==> src/rtl/cloud_scroll_pkg.sv <==
// Shared definitions for the background scroller: FSM states, reset cloud
// placement, LFSR feedback taps and the default screen width.
package cloud_scroll_pkg;

  typedef enum logic [2:0] {
    IDLE,
    UPD0,
    UPD1,
    UPD2,
    DONE
  } state_t;

  localparam int unsigned NUM_CLOUDS       = 3;
  localparam logic [9:0]  SCREEN_W_DEFAULT = 10'd640;

  // Taps 8,6,5,4 counted from 1, i.e. bits 7,5,4,3.
  localparam logic [7:0] LFSR_TAPS = 8'hB8;

  localparam logic [NUM_CLOUDS-1:0][9:0] CLOUD_RST_X = {10'd500, 10'd100, 10'd10};
  localparam logic [NUM_CLOUDS-1:0][9:0] CLOUD_RST_Y = {10'd80,  10'd100, 10'd10};

  function automatic logic [7:0] lfsr_next(input logic [7:0] s);
    return {s[6:0], ^(s & LFSR_TAPS)};
  endfunction

endpackage

==> src/rtl/cloud_scroll_ctrl_lfsr8.sv <==
// 8-bit Fibonacci LFSR that advances only when step is high; also intended
// for obstacle spawning, so the seed is a port rather than a parameter.
module lfsr8
  import cloud_scroll_pkg::*;
(
  input  logic       clk,
  input  logic       rst_n,
  input  logic       step,
  input  logic [7:0] seed,
  output logic [7:0] value
);

  always_ff @(posedge clk or negedge rst_n) begin
    if (!rst_n) begin
      value <= seed;
    end else if (step) begin
      value <= lfsr_next(value);
    end
  end

endmodule

==> src/rtl/cloud_scroll_ctrl.sv <==
// Per-frame background updater: walks the three clouds leftwards every
// CLOUD_DIV accepted frames and advances the horizon scroll offset.
module cloud_scroll_ctrl
  import cloud_scroll_pkg::*;
#(
  parameter int unsigned CLOUD_DIV = 4,
  parameter logic [9:0]  SCREEN_W  = SCREEN_W_DEFAULT,
  parameter logic [9:0]  Y_MIN     = 10'd20,
  parameter logic [7:0]  LFSR_SEED = 8'hA5
) (
  input  logic       clk,
  input  logic       rst_n,
  input  logic       frame_tick,
  input  logic       run,
  input  logic [2:0] speed,
  output logic [9:0] cloud0_x,
  output logic [9:0] cloud1_x,
  output logic [9:0] cloud2_x,
  output logic [9:0] cloud0_y,
  output logic [9:0] cloud1_y,
  output logic [9:0] cloud2_y,
  output logic [9:0] horizon_off,
  output logic       upd_done,
  output logic       missed_tick
);

  state_t      state;
  state_t      state_nxt;
  logic        accept;
  logic        upd_active;
  logic [1:0]  idx;
  logic        upd_done_nxt;
  logic        missed_nxt;

  logic [3:0]  div_cnt;
  logic        move_frame;
  logic [2:0]  speed_q;
  logic [7:0]  lfsr;
  logic [10:0] h_sum;
  logic [10:0] h_wrap;

  logic [9:0]  cx [NUM_CLOUDS];
  logic [9:0]  cy [NUM_CLOUDS];

  assign accept = (state == IDLE) && frame_tick && run;

  always_ff @(posedge clk or negedge rst_n) begin
    if (!rst_n) begin
      state <= IDLE;
    end else begin
      state <= state_nxt;
    end
  end

  always_comb begin
    state_nxt = state;
    case (state)
      IDLE:    if (accept) state_nxt = UPD0;
      UPD0:    state_nxt = UPD1;
      UPD1:    state_nxt = UPD2;
      UPD2:    state_nxt = DONE;
      DONE:    state_nxt = IDLE;
      default: state_nxt = IDLE;
    endcase
  end

  // Each UPD state owns one cloud slot; idx selects it in the arrays.
  always_comb begin
    upd_active   = 1'b0;
    idx          = 2'd0;
    upd_done_nxt = (state == UPD2);
    missed_nxt   = frame_tick && (state != IDLE);
    case (state)
      UPD0: begin upd_active = 1'b1; idx = 2'd0; end
      UPD1: begin upd_active = 1'b1; idx = 2'd1; end
      UPD2: begin upd_active = 1'b1; idx = 2'd2; end
      default: ;
    endcase
  end

  lfsr8 u_lfsr (
    .clk   (clk),
    .rst_n (rst_n),
    .step  (upd_active),
    .seed  (LFSR_SEED),
    .value (lfsr)
  );

  assign h_sum  = {1'b0, horizon_off} + {8'b0, speed_q} + 11'd1;
  assign h_wrap = (h_sum >= {1'b0, SCREEN_W}) ? h_sum - {1'b0, SCREEN_W} : h_sum;

  always_ff @(posedge clk or negedge rst_n) begin
    if (!rst_n) begin
      div_cnt     <= '0;
      move_frame  <= 1'b0;
      speed_q     <= '0;
      horizon_off <= '0;
      upd_done    <= 1'b0;
      missed_tick <= 1'b0;
      for (int unsigned i = 0; i < NUM_CLOUDS; i++) begin
        cx[i] <= CLOUD_RST_X[i];
        cy[i] <= CLOUD_RST_Y[i];
      end
    end else begin
      upd_done    <= upd_done_nxt;
      missed_tick <= missed_nxt;
      if (accept) begin
        move_frame <= (div_cnt == 4'(CLOUD_DIV - 1));
        div_cnt    <= (div_cnt == 4'(CLOUD_DIV - 1)) ? '0 : div_cnt + 4'd1;
        speed_q    <= speed;
      end
      if (state == UPD0) begin
        horizon_off <= h_wrap[9:0];
      end
      if (upd_active && move_frame) begin
        if (cx[idx] == '0) begin
          cx[idx] <= SCREEN_W;
          cy[idx] <= Y_MIN + {3'b000, lfsr[6:0]};
        end else begin
          cx[idx] <= cx[idx] - 10'd1;
        end
      end
    end
  end

  assert property (@(posedge clk) disable iff (!rst_n) lfsr != '0);

  assign cloud0_x = cx[0];
  assign cloud1_x = cx[1];
  assign cloud2_x = cx[2];
  assign cloud0_y = cy[0];
  assign cloud1_y = cy[1];
  assign cloud2_y = cy[2];

endmodule

==> config.mk <==
export PLATFORM = sky130hd
export DESIGN_NAME = cloud_scroll_ctrl
export DESIGN_NICKNAME = d
export VERILOG_FILES = /design/src/rtl/cloud_scroll_pkg.sv /design/src/rtl/cloud_scroll_ctrl_lfsr8.sv /design/src/rtl/cloud_scroll_ctrl.sv
export SDC_FILE = /design/constraint.sdc
export NUM_CORES = 1
export LEC_CHECK = 0
export BUFFER_PORTS_ARGS = -buffer_cell sky130_fd_sc_hd__buf_2
export CORE_MARGIN = 2
export CORE_UTILIZATION = 40
export CTS_CLUSTER_SIZE = 25
export DETAILED_ROUTE_END_ITERATION = 8
export HOLD_SLACK_MARGIN = 0.03
export PLACE_DENSITY_LB_ADDON = 0.25
export SLEW_MARGIN = 20
export SYNTH_ARGS = -nofsm -noshare
export SYNTH_HDL_FRONTEND = slang
export SYNTH_SLANG_ARGS = --single-unit
==> constraint.sdc <==
create_clock -name clk -period 2.61 [get_ports clk]
set_input_delay 0.522 -clock clk [delete_from_list [all_inputs] [get_ports clk]]
set_output_delay 0.522 -clock clk [all_outputs]
set_load 0.02 [all_outputs]
Word level (Yosys, flattened, before mapping)
Index checks and enable logic that the tools add are counted.
{"block": "totals", "register_bits": 91, "input_bits": 7, "output_inout_bits": 72}
{"block": "op_classes", "muxes": 14, "n_eq_ne": 5, "reduce_logical": 11, "order_cmp": 3, "bitwise_logic": 4, "add_sub_neg": 6}
{"op": "$bwmux 30", "count": 2}
{"op": "$mux 10", "count": 4}
{"op": "$mux 30", "count": 1}
{"op": "$and 24x24->24", "count": 1}
{"op": "$not 24->24", "count": 1}
{"op": "$bmux 10 s2", "count": 1}
{"op": "$demux 10 s2", "count": 1}
{"op": "$pmux 3 s4", "count": 1}
{"op": "$add 10x3->11", "count": 1}
{"op": "$add 11x1->11 const B", "count": 1}
{"op": "$ge 11x10->1 const B", "count": 1}
{"op": "$logic_not 10->1", "count": 1}
{"op": "$sub 10x1->10 const B", "count": 1}
{"op": "$sub 10x10->10 const B", "count": 1}
{"op": "$add 5x7->8 const A", "count": 1}
{"op": "$reduce_xor 8->1", "count": 1}
{"op": "$eq 3x2->1 const B", "count": 2}
{"op": "$or 6x6->6", "count": 1}
{"op": "$logic_and 1x1->1", "count": 5}
{"op": "$add 4x1->4 const B", "count": 1}
{"op": "$eq 4x2->1 const B", "count": 1}
{"op": "$mux 4", "count": 1}
{"op": "$pmux 2 s2", "count": 1}
{"op": "$eq 3x1->1 const B", "count": 1}
{"op": "10 further kinds", "count": 10}

Depth between registers and ports, before layout
Gate-level depths: netlist of the first run.
{"block": "logic_depth", "depth_word": 10, "ltp_mapped": 14, "depth_no_buf": 14}

Worst setup path before layout of the first run
No wires, ideal clock.
{"block": "synth_timing", "path_type": "register to register", "start": "register horizon_off[0]", "end": "register horizon_off[8]", "arrival_ps": 2671, "path_stages_with_launch": 15, "required_ps": 2483, "slack_ps": -188, "path_buffers": 0, "setup_time_ps": 127, "cell_sequence": "dfrtp_1 inv_1 ha_1 inv_1 fa_1 a21o_1 nand2b_1 nor2_1 xnor2_1 ha_1 nor2_1 a22oi_1 o32a_1 a32oi_1 nand3_1"}
{"block": "synth_via", "elab_chain_len": 4}
{"item": "start: declaration", "line_no": "cloud_scroll_ctrl.sv:22", "rtl": "output logic [9:0] horizon_off,"}
{"item": "start signal: assignment", "line_no": "cloud_scroll_ctrl.sv:113", "rtl": "horizon_off <= h_wrap[9:0];"}
{"item": "$add 10x3->11 *", "line_no": "cloud_scroll_ctrl.sv:89", "rtl": "assign h_sum = {1'b0, horizon_off} + {8'b0, speed_q} + 11'd1;"}
{"item": "$add 11x1->11 *", "line_no": "cloud_scroll_ctrl.sv:89"}
{"item": "$sub 10x10->10 or $ge 11x10->1 (tied branches)", "line_no": "cloud_scroll_ctrl.sv:90", "rtl": "assign h_wrap = (h_sum >= {1'b0, SCREEN_W}) ? h_sum - {1'b0, SCREEN_W} : h_sum;"}
{"item": "$mux 10 *", "line_no": "cloud_scroll_ctrl.sv:90"}
Mark *: on every way between the ends. The rest lies on a longest branch, timed or not.
A chain may end at the register's enable or synchronous reset.

Worst setup path in the final report of the first run
Same ends and word-level chain as after synthesis.

==> qor.txt, run 1 <==
========================================================================================================
Proportion of synthesized chip area in sequential cells                                            49.5%
Worst setup slack after placement                                                             -0.0393 ns
IO Port Bufs                                                                                          72
Minimum clock period                                                                             2.59 ns
Vias per cell                                                                                       5.03
Number of buffers added to fix hold violations after cts                                               0
Post-CTS clock slew at the launch and capture registers of the worst setup and hold paths        0.09 ns
Initial Util                                                                                       40.5%
Vias in the first global route                                                                      3226
Most common cell in the netlist                                                             sky130_fd_sc_hd__nand2_1
Insertion delay to the later sink of the worst-skew pair                                         0.37 ns
Unrepaired setup endpoints after global routing                                                     true
Least-Margin Pin Slew                                                                           0.637 ns
Total DRC errors in the routed layout                                                                  0
CTS Root Cell                                                                               sky130_fd_sc_hd__clkbuf_8
Class of the most critical setup path                                                         reg -> reg
Leakage power                                                                                 0.00261 uW
Layout fillers                                                                                      1026
Width of the die                                                                                  108 um
Number of antenna violations at the first check in global routing                                      0
Synthesis-stage register bit count                                                                    85
Buffers and inverters on the worst path                                                                2
Total area of sequential cells                                                                 2160 um^2
Count of maximum capacitance violations                                                                0
Dominant cell type by area after synthesis                                                  sky130_fd_sc_hd__dfrtp_1
Post-Synthesis Mean Instance Area                                                              10.7 um^2
Critical Path Slowest Stage Cell                                                            sky130_fd_sc_hd__dfrtp_2
Ant. Diodes                                                                                            0
Setup Skew                                                                                     0.0125 ns
Clock Tree Buf Depth                                                                                   2
Ys Warns                                                                                               0
Arrival time at the worst endpoint                                                               2.89 ns
Critical path startpoint category                                                              flip-flop
Number of DRC markers after the initial detailed-route iteration                                     108
First-pass iteration count of the detailed router                                                      4
Class of the tightest hold or removal check                                                  in -> async
Final period utilization                                                                           99.1%
Final cell area excluding filler cells                                                         5370 um^2
Routability congestion estimate                                                                    0.826
Number of endpoints with negative hold slack in the final report                                       0
Global-route wire length before repair                                                          16000 um
Half-perimeter wire length of the detailed placement result                                      6870 um
Number of CTS-inserted buffers                                                                         9
Cell types with the largest area share after synthesis                                      sky130_fd_sc_hd__dfrtp_1, sky130_fd_sc_hd__dfstp_2, sky130_fd_sc_hd__mux2_2, sky130_fd_sc_hd__nand2_1, sky130_fd_sc_hd__o21ai_0
Die Ht                                                                                            108 um
Max stage delay on crit path                                                                     0.41 ns
Detailed Route WL                                                                                9530 um
Data required time at the worst endpoint                                                         2.92 ns
Aggregate global routing overflow                                                                      0
P per Cell Area                                                                             1260 nW/um^2
Area occupied by multi-input gates                                                             2100 um^2
Placement Rows                                                                                        38
Area share of the leading cell type in the synthesized netlist                                     36.2%
Number of flops mapped to enable cells by yosys                                                        0
Pin count of the biggest net entering global routing                                                  48
Number of distinct library cell variants in the gate-level netlist after synthesis                    62
Chain of cells forming the critical path                                                    inv_2, ha_4, inv_2, fa_2, a21o_1, nand2b_1, nor2_2, xnor2_1, ha_2, nor2_1, a22oi_1, o32a_1, a211o_1, nand3_1
Number of H-tree levels                                                                                3
Most common library cells after synthesis                                                   sky130_fd_sc_hd__nand2_1, sky130_fd_sc_hd__dfrtp_1, sky130_fd_sc_hd__o21ai_0
I/O pin total                                                                                         79
Total power consumption of the routed design                                                     6790 uW
Area of the mapped netlist                                                                     4350 um^2
Die Footprint                                                                                 11700 um^2
Top Family by Delay on Critical Path                                                        compound AO/OA/AOI/OAI gates
GRT Overall Usage                                                                                  17.6%
Result of the run                                                                           finished, final reports clean
VDD IR max                                                                                      0.524 mV
Share of cells above drive strength 1                                                              40.1%
Vias post-DR                                                                                        3290
Predominant post-synthesis flop cell                                                        sky130_fd_sc_hd__dfrtp_1
Start of the worst register-to-register path                                                horizon_off[0]
Worst Setup SP                                                                              horizon_off[0]
Total number of clock tree sinks                                                                      85
Crit end category                                                                              flip-flop
Final number of max-transition violations                                                              0
Top fanout value on the critical path                                                                  5
Post-synthesis async set-or-reset flop share                                                        100%
Setup violations, final                                                                                0
Number of instances in the synthesized netlist                                                       408
WL/cell                                                                                          14.6 um
Detail Route Antenna Nets                                                                              0
Headroom to the max-slew limit                                                                     57.6%
Min setup slack post-route                                                                     0.0223 ns
Area inside the core boundary                                                                 10700 um^2
Post-place instance area                                                                       5080 um^2
Number of nets in the final layout                                                                   525
Most numerous cell on the critical path                                                     sky130_fd_sc_hd__inv_2
Synth-to-Final Area Change                                                                         23.5%
Max Fclk                                                                                         386 MHz
CTS tree                                                                                             yes
========================================================================================================
==> report_power, final <==
part	internal, uW	switching [uW]	total (uW)	leakage (uW)
clock	593	496	1090	0.000120
combinational	1600	2020	3610	0.00145
sequential	1740	350	2080	0.00104
total	3920	2860	6790	0.00261
==> what timing repair did <==
action | 4_1_cts | 5_1_grt
gates resized for setup | 1 | 7
endpoints found under the setup margin | 2 | 30
cloned | 0 | 0
pin swaps | 1 | 2
endpoints found under the hold margin | 0 | 0
buffers inserted | 1 | 3
==> per-stage QoR <==
step / setup TNS, ns / hold WS, ns / util, % / std cells
floorplan: -0.105 / 0.226 / - / 413
global placement: 0 / 0.456 / 47.3 / 634
detailed placement: -0.0393 / 0.457 / 47.3 / 634
CTS: 0 / 0.183 / 49.6 / 651
global route: -0.233 / 0.212 / 50.0 / 654
finish: 0 / 0.168 / 50.0 / 654
==> flip-flops by register name, summed over array words and instances, names as in the netlist <==
name / cells
cloud0_x: 10
cloud2_x: 10
u_lfsr.value: 8
cloud2_y: 8
cloud1_y: 8
move_frame: 1
missed_tick: 1
cloud1_x: 10
speed_q: 3
state: 3
cloud0_y: 8
div_cnt: 4
horizon_off: 10
upd_done: 1
==> per-layer routing <==
| layer | wire [um] | up-vias | part of all wire (%) | track usage, % |
|---|---|---|---|---|
| met4 | 157 | 0 | 1.6 | 6.78 |
| met2 | 4520 | 67 | 47 | 28.3 |
| met5 | 0 | - | 0 | 0 |
| met1 | 4480 | 1600 | 47 | 23.7 |
| met3 | 380 | 11 | 4.0 | 3.32 |
| li1 | - | 1612 | - | - |
==> worst reg2reg max path, stage by stage, from the launching register on <==
cell and delay, ns:
sky130_fd_sc_hd__dfrtp_2 0.41, sky130_fd_sc_hd__inv_2 0.06, sky130_fd_sc_hd__ha_4 0.13, sky130_fd_sc_hd__inv_2 0.04, sky130_fd_sc_hd__fa_2 0.35, sky130_fd_sc_hd__a21o_1 0.17, sky130_fd_sc_hd__nand2b_1 0.10, sky130_fd_sc_hd__nor2_2 0.06
sky130_fd_sc_hd__xnor2_1 0.12, sky130_fd_sc_hd__ha_2 0.19, sky130_fd_sc_hd__nor2_1 0.08, sky130_fd_sc_hd__a22oi_1 0.07, sky130_fd_sc_hd__o32a_1 0.36, sky130_fd_sc_hd__a211o_1 0.31, sky130_fd_sc_hd__nand3_1 0.07
==> layout make-up <==
| class | instances | area share, % |
|---|---|---|
| sequential | 85 | 40.1 |
| multi-input combinational | 295 | 39.0 |
| timing repair buffer | 108 | 12.5 |
| tap | 140 | 3.26 |
| clock buffer | 11 | 2.82 |
| clock inverter | 5 | 1.54 |
| inverter | 10 | 0.698 |
==> cells in the final DEF (no fill, tap or decap), types with 11 or more instances in the layout <==
| cell type | instances |
|---|---|
| sky130_fd_sc_hd__buf_4 | 33 |
| sky130_fd_sc_hd__xnor2_1 | 14 |
| sky130_fd_sc_hd__mux2i_1 | 12 |
| sky130_fd_sc_hd__nor2_1 | 16 |
| sky130_fd_sc_hd__o21ai_0 | 33 |
| sky130_fd_sc_hd__dfrtp_1 | 61 |
| sky130_fd_sc_hd__clkbuf_8 | 11 |
| sky130_fd_sc_hd__nand2_1 | 70 |
| sky130_fd_sc_hd__dfstp_2 | 22 |
| sky130_fd_sc_hd__mux2_2 | 31 |
| sky130_fd_sc_hd__buf_2 | 71 |
==> final timing paths <==
check,cells past startpoint,end,slack [ns]
max in group asynchronous,2,cloud0_y[1],1.76
worst max-delay path,14,horizon_off[8],0.02
worst max register to register,14,horizon_off[8],0.02
worst min register to register,2,u_lfsr.value[7],0.47
min in group clk,3,speed_q[0],0.37
worst min-delay path,1,cloud0_x[4],0.17
==> cell families after synthesis <==
| family | count (synthesis) | share of synthesized area (%) |
|---|---|---|
| AO/OA/AOI/OAI | 67 | 9.52 |
| AND/OR/NAND/NOR | 141 | 16.9 |
| XOR/XNOR | 17 | 3.42 |
| flip-flops | 85 | 49.5 |
| buffers and inverters | 33 | 3.65 |
| multiplexers | 55 | 14.1 |
| other | 1 | 0.0862 |
| adder cells (fa/ha/maj) | 9 | 2.76 |
No activity file was read; power rests on OpenSTA's default activity.
==> inputs of run 2 (changes only) <==
CORE_UTILIZATION = 45   (was 40)
clock period = 2.4 ns   (was 2.61 ns; I/O delays follow)
==> qor.txt, run 2 (synthesis results as in run 1) <==
========================================================================================================
Violations in the final reports                                                             negative setup slack
Width of the die                                                                                  102 um   -5.5%
CTS tree                                                                                             yes
Detail Route Antenna Nets                                                                              0   unchanged
Die Footprint                                                                                 10500 um^2   -11%
Share of cells above drive strength 1                                                              47.1%   +7.0 points
Headroom to the max-slew limit                                                                     60.9%   +3.3 points
Max Fclk                                                                                         391 MHz   +1.1%
Half-perimeter wire length of the detailed placement result                                      6990 um   +1.6%
Pin count of the biggest net entering global routing                                                  56   +17%
Total power consumption of the routed design                                                     8210 uW   +21%
P per Cell Area                                                                             1420 nW/um^2   +13%
Arrival time at the worst endpoint                                                               2.80 ns   -0.09 ns
Number of antenna violations at the first check in global routing                                      0   unchanged
Class of the tightest hold or removal check                                                  in -> async
Routability congestion estimate                                                                    0.890   +7.8%
Number of DRC markers after the initial detailed-route iteration                                     107   -0.93%
Number of nets in the final layout                                                                   550   +4.8%
Ant. Diodes                                                                                            0   unchanged
Class of the most critical setup path                                                         reg -> reg
Critical path startpoint category                                                              flip-flop
Worst-case reg-to-reg path depth                                                                      14   unchanged
CTS Root Cell                                                                               sky130_fd_sc_hd__clkbuf_8
Detailed Route WL                                                                               10000 um   +5.2%
Setup violations, final                                                                               11   +11
Least-Margin Pin Slew                                                                           0.585 ns   -0.0514 ns
Total number of clock tree sinks                                                                      85   unchanged
GRT Overall Usage                                                                                  19.3%   +1.7 points
Data required time at the worst endpoint                                                         2.64 ns   -0.28 ns
Number of buffers added to fix hold violations after cts                                               0   unchanged
Leakage power                                                                                 0.00279 uW   +6.9%
WL/cell                                                                                          15.0 um   +3.0%
Most common cell after layout, fill and taps aside                                          sky130_fd_sc_hd__buf_2
Synth-to-Final Area Change                                                                         32.4%
Vias per cell                                                                                       5.15   +2.3%
Count of maximum capacitance violations                                                                0   unchanged
Initial Util                                                                                       46.6%   +6.2 points
First-pass iteration count of the detailed router                                                      4   unchanged
Result of the run                                                                           finished with violations
Number of endpoints with negative hold slack in the final report                                       0   unchanged
Worst setup slack after placement                                                              -0.263 ns   -0.223 ns
Area inside the core boundary                                                                  9330 um^2   -13%
I/O pin total                                                                                         79   unchanged
Top fanout value on the critical path                                                                  5   unchanged
Clock Tree Buf Depth                                                                                   2   unchanged
Total DRC errors in the routed layout                                                                  0   unchanged
Global-route wire length before repair                                                          15900 um   -1.1%
Final period utilization                                                                            107%   +7.5 points
Insertion delay to the later sink of the worst-skew pair                                         0.36 ns   about the same
Aggregate global routing overflow                                                                      0   unchanged
Vias in the first global route                                                                      3327   +3.1%
Minimum clock period                                                                             2.56 ns   -0.0273 ns
Setup Skew                                                                                     0.0133 ns   +0.000818 ns
Crit end category                                                                              flip-flop
Number of CTS-inserted buffers                                                                         9   unchanged
Vias post-DR                                                                                        3437   +4.5%
IO Port Bufs                                                                                          72   unchanged
Number of H-tree levels                                                                                3   unchanged
Final number of max-transition violations                                                              0   unchanged
Post-CTS clock slew at the launch and capture registers of the worst setup and hold paths        0.09 ns   about the same
Most frequent cells in the layout                                                           sky130_fd_sc_hd__buf_2, sky130_fd_sc_hd__nand2_1, sky130_fd_sc_hd__dfrtp_1, sky130_fd_sc_hd__buf_4, sky130_fd_sc_hd__o21ai_0
Die Ht                                                                                            102 um   -5.5%
Unrepaired setup endpoints after global routing                                                     true
Min setup slack post-route                                                                     -0.160 ns   -0.183 ns
Placement Rows                                                                                        35   -7.9%
VDD IR max                                                                                      0.755 mV   +44%
========================================================================================================
==> run 2: cell count changes in the layout (fill, tap and decap cells not counted), moves of 10 or more <==
cell,delta
sky130_fd_sc_hd__buf_6,+10
sky130_fd_sc_hd__mux2_4,+17
sky130_fd_sc_hd__mux2_2,-10
sky130_fd_sc_hd__buf_4,+16
==> run 2: area by class of cell <==
class / count / area, um^2
fillers: 744 / 3570
well taps: 129 / 161
inverters: 10 / 37.5
repair buffers: 133 / 887
flip-flops and latches: 85 / 2160
clock inverters: 5 / 83.8
multi-input cells: 295 / 2290
clock buffers: 11 / 141
==> run 2: per-stage QoR <==
step	hold WS (ns)	cells	cell area, um^2	TNS [ns]	util [%]
2_1_floorplan	0.184	413	4450	-2.66	-
6_report	0.0544	668	5760	-0.382	61.8
3_3_place_gp	0.443	637	5210	-4.53	55.9
5_1_grt	0.0806	668	5760	-1.11	61.8
3_5_place_dp	0.448	637	5210	-7.81	55.9
4_1_cts	0.0581	664	5590	-0.233	59.9
==> run 2: repair_timing <==
action | CTS | global route
setup endpoints to repair | 52 | 45
gates resized for setup | 17 | 35
pin swaps | 7 | 12
buffers inserted | 11 | 6
==> run 2: path summary, 6_finish.rpt <==
kind,startpoint,end,slack (ns)
hold reg to reg,cloud1_y[2],cloud1_y[2],0.47
setup / recovery,horizon_off[0],horizon_off[8],-0.16
setup reg to reg,horizon_off[0],horizon_off[8],-0.16
max in group asynchronous,rst_n,cloud1_y[2],1.67
hold / removal,rst_n,cloud1_x[3],0.05
min in group clk,speed[0],speed_q[0],0.34
==> run 2: worst max-delay path, cell delays in order (launching register included) <==
cell and delay, ns:
sky130_fd_sc_hd__dfrtp_2 0.42, sky130_fd_sc_hd__inv_2 0.07, sky130_fd_sc_hd__ha_4 0.13, sky130_fd_sc_hd__inv_2 0.03
sky130_fd_sc_hd__fa_2 0.34, sky130_fd_sc_hd__a21o_1 0.17, sky130_fd_sc_hd__nand2b_1 0.10, sky130_fd_sc_hd__nor2_2 0.06
sky130_fd_sc_hd__xnor2_1 0.12, sky130_fd_sc_hd__ha_2 0.19, sky130_fd_sc_hd__nor2_1 0.09, sky130_fd_sc_hd__a22oi_1 0.07
sky130_fd_sc_hd__o32a_1 0.37, sky130_fd_sc_hd__a32oi_1 0.19, sky130_fd_sc_hd__nand3_1 0.09
==> run 2: routing by layer <==
metal / wire length, um / vias up / GRT usage, %
met5: 0 / - / 0
met4: 167 / 0 / 7.79
met3: 483 / 13 / 3.35
met2: 4920 / 91 / 31.6
met1: 4460 / 1674 / 25.7
li1: - / 1659 / -
==> run 2: where the power goes <==
group / leakage [uW] / switching [uW] / internal, uW / total, uW
clock network: 0.000106 / 522 / 619 / 1140
registers: 0.00104 / 390 / 1890 / 2280
logic: 0.00164 / 2530 / 2270 / 4790
total: 0.00279 / 3440 / 4770 / 8210
==> inputs of run 3 (changes only) <==
clock period = 2.7 ns   (was 2.4 ns; I/O delays follow)
==> qor.txt, run 3 (synthesis results as in run 1) <==
========================================================================================================
Leakage power                                                                                 0.00251 uW   -9.9%
Post-route met1 wirelength                                                                       4310 um   -3.3%
Number of buffers added to fix hold violations after cts                                               0   unchanged
VDD IR max                                                                                      0.675 mV   -11%
Placement Rows                                                                                        35   unchanged
Met2 WL                                                                                          4490 um   -8.7%
Result of the run                                                                           finished with violations
Number of antenna violations at the first check in global routing                                      0   unchanged
Final period utilization                                                                            104%   -2.6 points
Detailed Route WL                                                                                9170 um   -8.6%
Class of the tightest hold or removal check                                                  in -> async
Critical Path Slowest Stage Cell                                                            sky130_fd_sc_hd__dfrtp_2
Total number of clock tree sinks                                                                      85   unchanged
Detail Route Antenna Nets                                                                              0   unchanged
Number of nets in the final layout                                                                   518   -5.8%
Critical path startpoint category                                                              flip-flop
Vias post-DR                                                                                        3227   -6.1%
Width of the die                                                                                  102 um   unchanged
Top Metal Used                                                                                      met4
Routed length on met3                                                                             290 um   -40%
Vias per cell                                                                                       5.07   -1.4%
Share of cells above drive strength 1                                                              39.1%   -8.1 points
Total DRC errors in the routed layout                                                                  0   unchanged
Crit end category                                                                              flip-flop
Class of the most critical setup path                                                         reg -> reg
Insertion delay to the later sink of the worst-skew pair                                         0.35 ns   about the same
CTS Root Cell                                                                               sky130_fd_sc_hd__clkbuf_8
Initial Util                                                                                       46.6%   unchanged
IO Port Bufs                                                                                          72   unchanged
Violations in the final reports                                                             negative setup slack
Most common cell after layout, fill and taps aside                                          sky130_fd_sc_hd__buf_2
GRT Overall Usage                                                                                  18.2%   -1.1 points
Ant. Diodes                                                                                            0   unchanged
I/O pin total                                                                                         79   unchanged
CTS tree                                                                                             yes
Setup Skew                                                                                    0.00677 ns   -0.00657 ns
Die Footprint                                                                                 10500 um^2   unchanged
Number of CTS-inserted buffers                                                                         9   unchanged
Aggregate global routing overflow                                                                      0   unchanged
Smallest hold slack                                                                             0.211 ns   +0.157 ns
Top fanout value on the critical path                                                                  5   unchanged
Min setup slack post-route                                                                     -0.111 ns   +0.0491 ns
Max Fclk                                                                                         356 MHz   -8.9%
Number of H-tree levels                                                                                3   unchanged
Chain of cells forming the critical path                                                    inv_2, ha_4, inv_2, fa_2, a21o_1, nand2b_1, nor2_4, xnor2_1, ha_2, nor2_2, a22oi_2, o32a_1, a211o_1, nand3_1
Global-route wire length before repair                                                          14900 um   -5.9%
Unrepaired setup endpoints after global routing                                                     true
Most frequent cells in the layout                                                           sky130_fd_sc_hd__buf_2, sky130_fd_sc_hd__nand2_1, sky130_fd_sc_hd__dfrtp_1, sky130_fd_sc_hd__o21ai_0, sky130_fd_sc_hd__mux2_2
Minimum clock period                                                                             2.81 ns   +0.251 ns
WL/cell                                                                                          14.4 um   -4.0%
Arrival time at the worst endpoint                                                               3.09 ns   +0.29 ns
Max stage delay on crit path                                                                     0.42 ns   about the same
Setup violations, final                                                                                2   -9
Total power consumption of the routed design                                                     6080 uW   -26%
P per Cell Area                                                                             1160 nW/um^2   -18%
Number of endpoints with negative hold slack in the final report                                       0   unchanged
Die Ht                                                                                            102 um   unchanged
Routability congestion estimate                                                                    0.858   -3.6%
Half-perimeter wire length of the detailed placement result                                      6690 um   -4.2%
Most numerous cell on the critical path                                                     sky130_fd_sc_hd__inv_2
Headroom to the max-slew limit                                                                     55.0%   -5.9 points
Least-Margin Pin Slew                                                                           0.674 ns   +0.0892 ns
Area inside the core boundary                                                                  9330 um^2   unchanged
Post-CTS clock slew at the launch and capture registers of the worst setup and hold paths        0.08 ns   about the same
Vias in the first global route                                                                      3123   -6.1%
Clock Tree Buf Depth                                                                                   2   unchanged
Utilization of the core after routing                                                              56.0%   -5.7 points
Data required time at the worst endpoint                                                         2.98 ns   +0.34 ns
Count of maximum capacitance violations                                                                0   unchanged
Number of DRC markers after the initial detailed-route iteration                                      88   -18%
Final number of max-transition violations                                                              0   unchanged
First-pass iteration count of the detailed router                                                      4   unchanged
Pin count of the biggest net entering global routing                                                  50   -11%
Synth-to-Final Area Change                                                                         20.2%
========================================================================================================
==> run 3: worst paths after layout <==
| kind | startpoint | endpoint | slack (ns) | cells past startpoint |
|---|---|---|---|---|
| max in group asynchronous | rst_n | u_lfsr.value[2] | 1.81 | 2 |
| min in group clk | speed[0] | speed_q[0] | 0.41 | 3 |
| worst max register to register | horizon_off[0] | horizon_off[8] | -0.11 | 14 |
| worst max-delay path | horizon_off[0] | horizon_off[8] | -0.11 | 14 |
| worst min register to register | u_lfsr.value[7] | u_lfsr.value[7] | 0.48 | 2 |
| worst min-delay path | rst_n | cloud2_x[1] | 0.21 | 1 |
==> run 3: repair_timing <==
item,in CTS,in global routing
buffers inserted,0,5
setup endpoints to repair,2,4
pin swaps,1,11
endpoints found under the hold margin,0,0
gates resized for setup,0,10
==> run 3: critical path: cells and delay by family (launching register included) <==
family / cells / cell delay [ns]
and+or+nand+nor: 4 / 0.40
xor gates and xnor gates: 1 / 0.12
AOI/OAI and AO/OA: 4 / 1.00
DFF: 1 / 0.42
buffers and inverters: 2 / 0.11
adders and majority gates: 3 / 0.70
==> run 3: layout make-up <==
type	count	area, um^2
tap	129	161
fill	865	4100
multi-input combinational	295	2090
clock inverter	6	47.5
inverter	10	37.5
timing repair buffer	101	606
clock buffer	10	128
sequential	85	2160
==> run 3: power by group <==
| group | internal (uW) | total [uW] | switching, uW |
|---|---|---|---|
| clock network | 341 | 805 | 464 |
| logic | 1390 | 3260 | 1870 |
| registers | 1680 | 2010 | 337 |
| total | 3400 | 6080 | 2670 |
==> run 3: per-layer routing <==
metal / track usage [%] / up-vias
li1: - / 1605
met1: 24.1 / 1553
met2: 30.7 / 62
met3: 3.69 / 7
met4: 4.72 / 0
met5: 0 / -
==> run 3: per-stage QoR <==
stage / TNS, ns / setup slack, ns / instance area, um^2 / instances
global route: -0.380 / -0.231 / 5230 / 636
floorplan: 0 / 0.000253 / 4380 / 413
global placement: 0 / 0.0606 / 4980 / 615
finish: -0.146 / -0.111 / 5230 / 636
CTS: 0 / 0.0182 / 5160 / 631
detailed placement: -0.00599 / -0.00472 / 4980 / 615
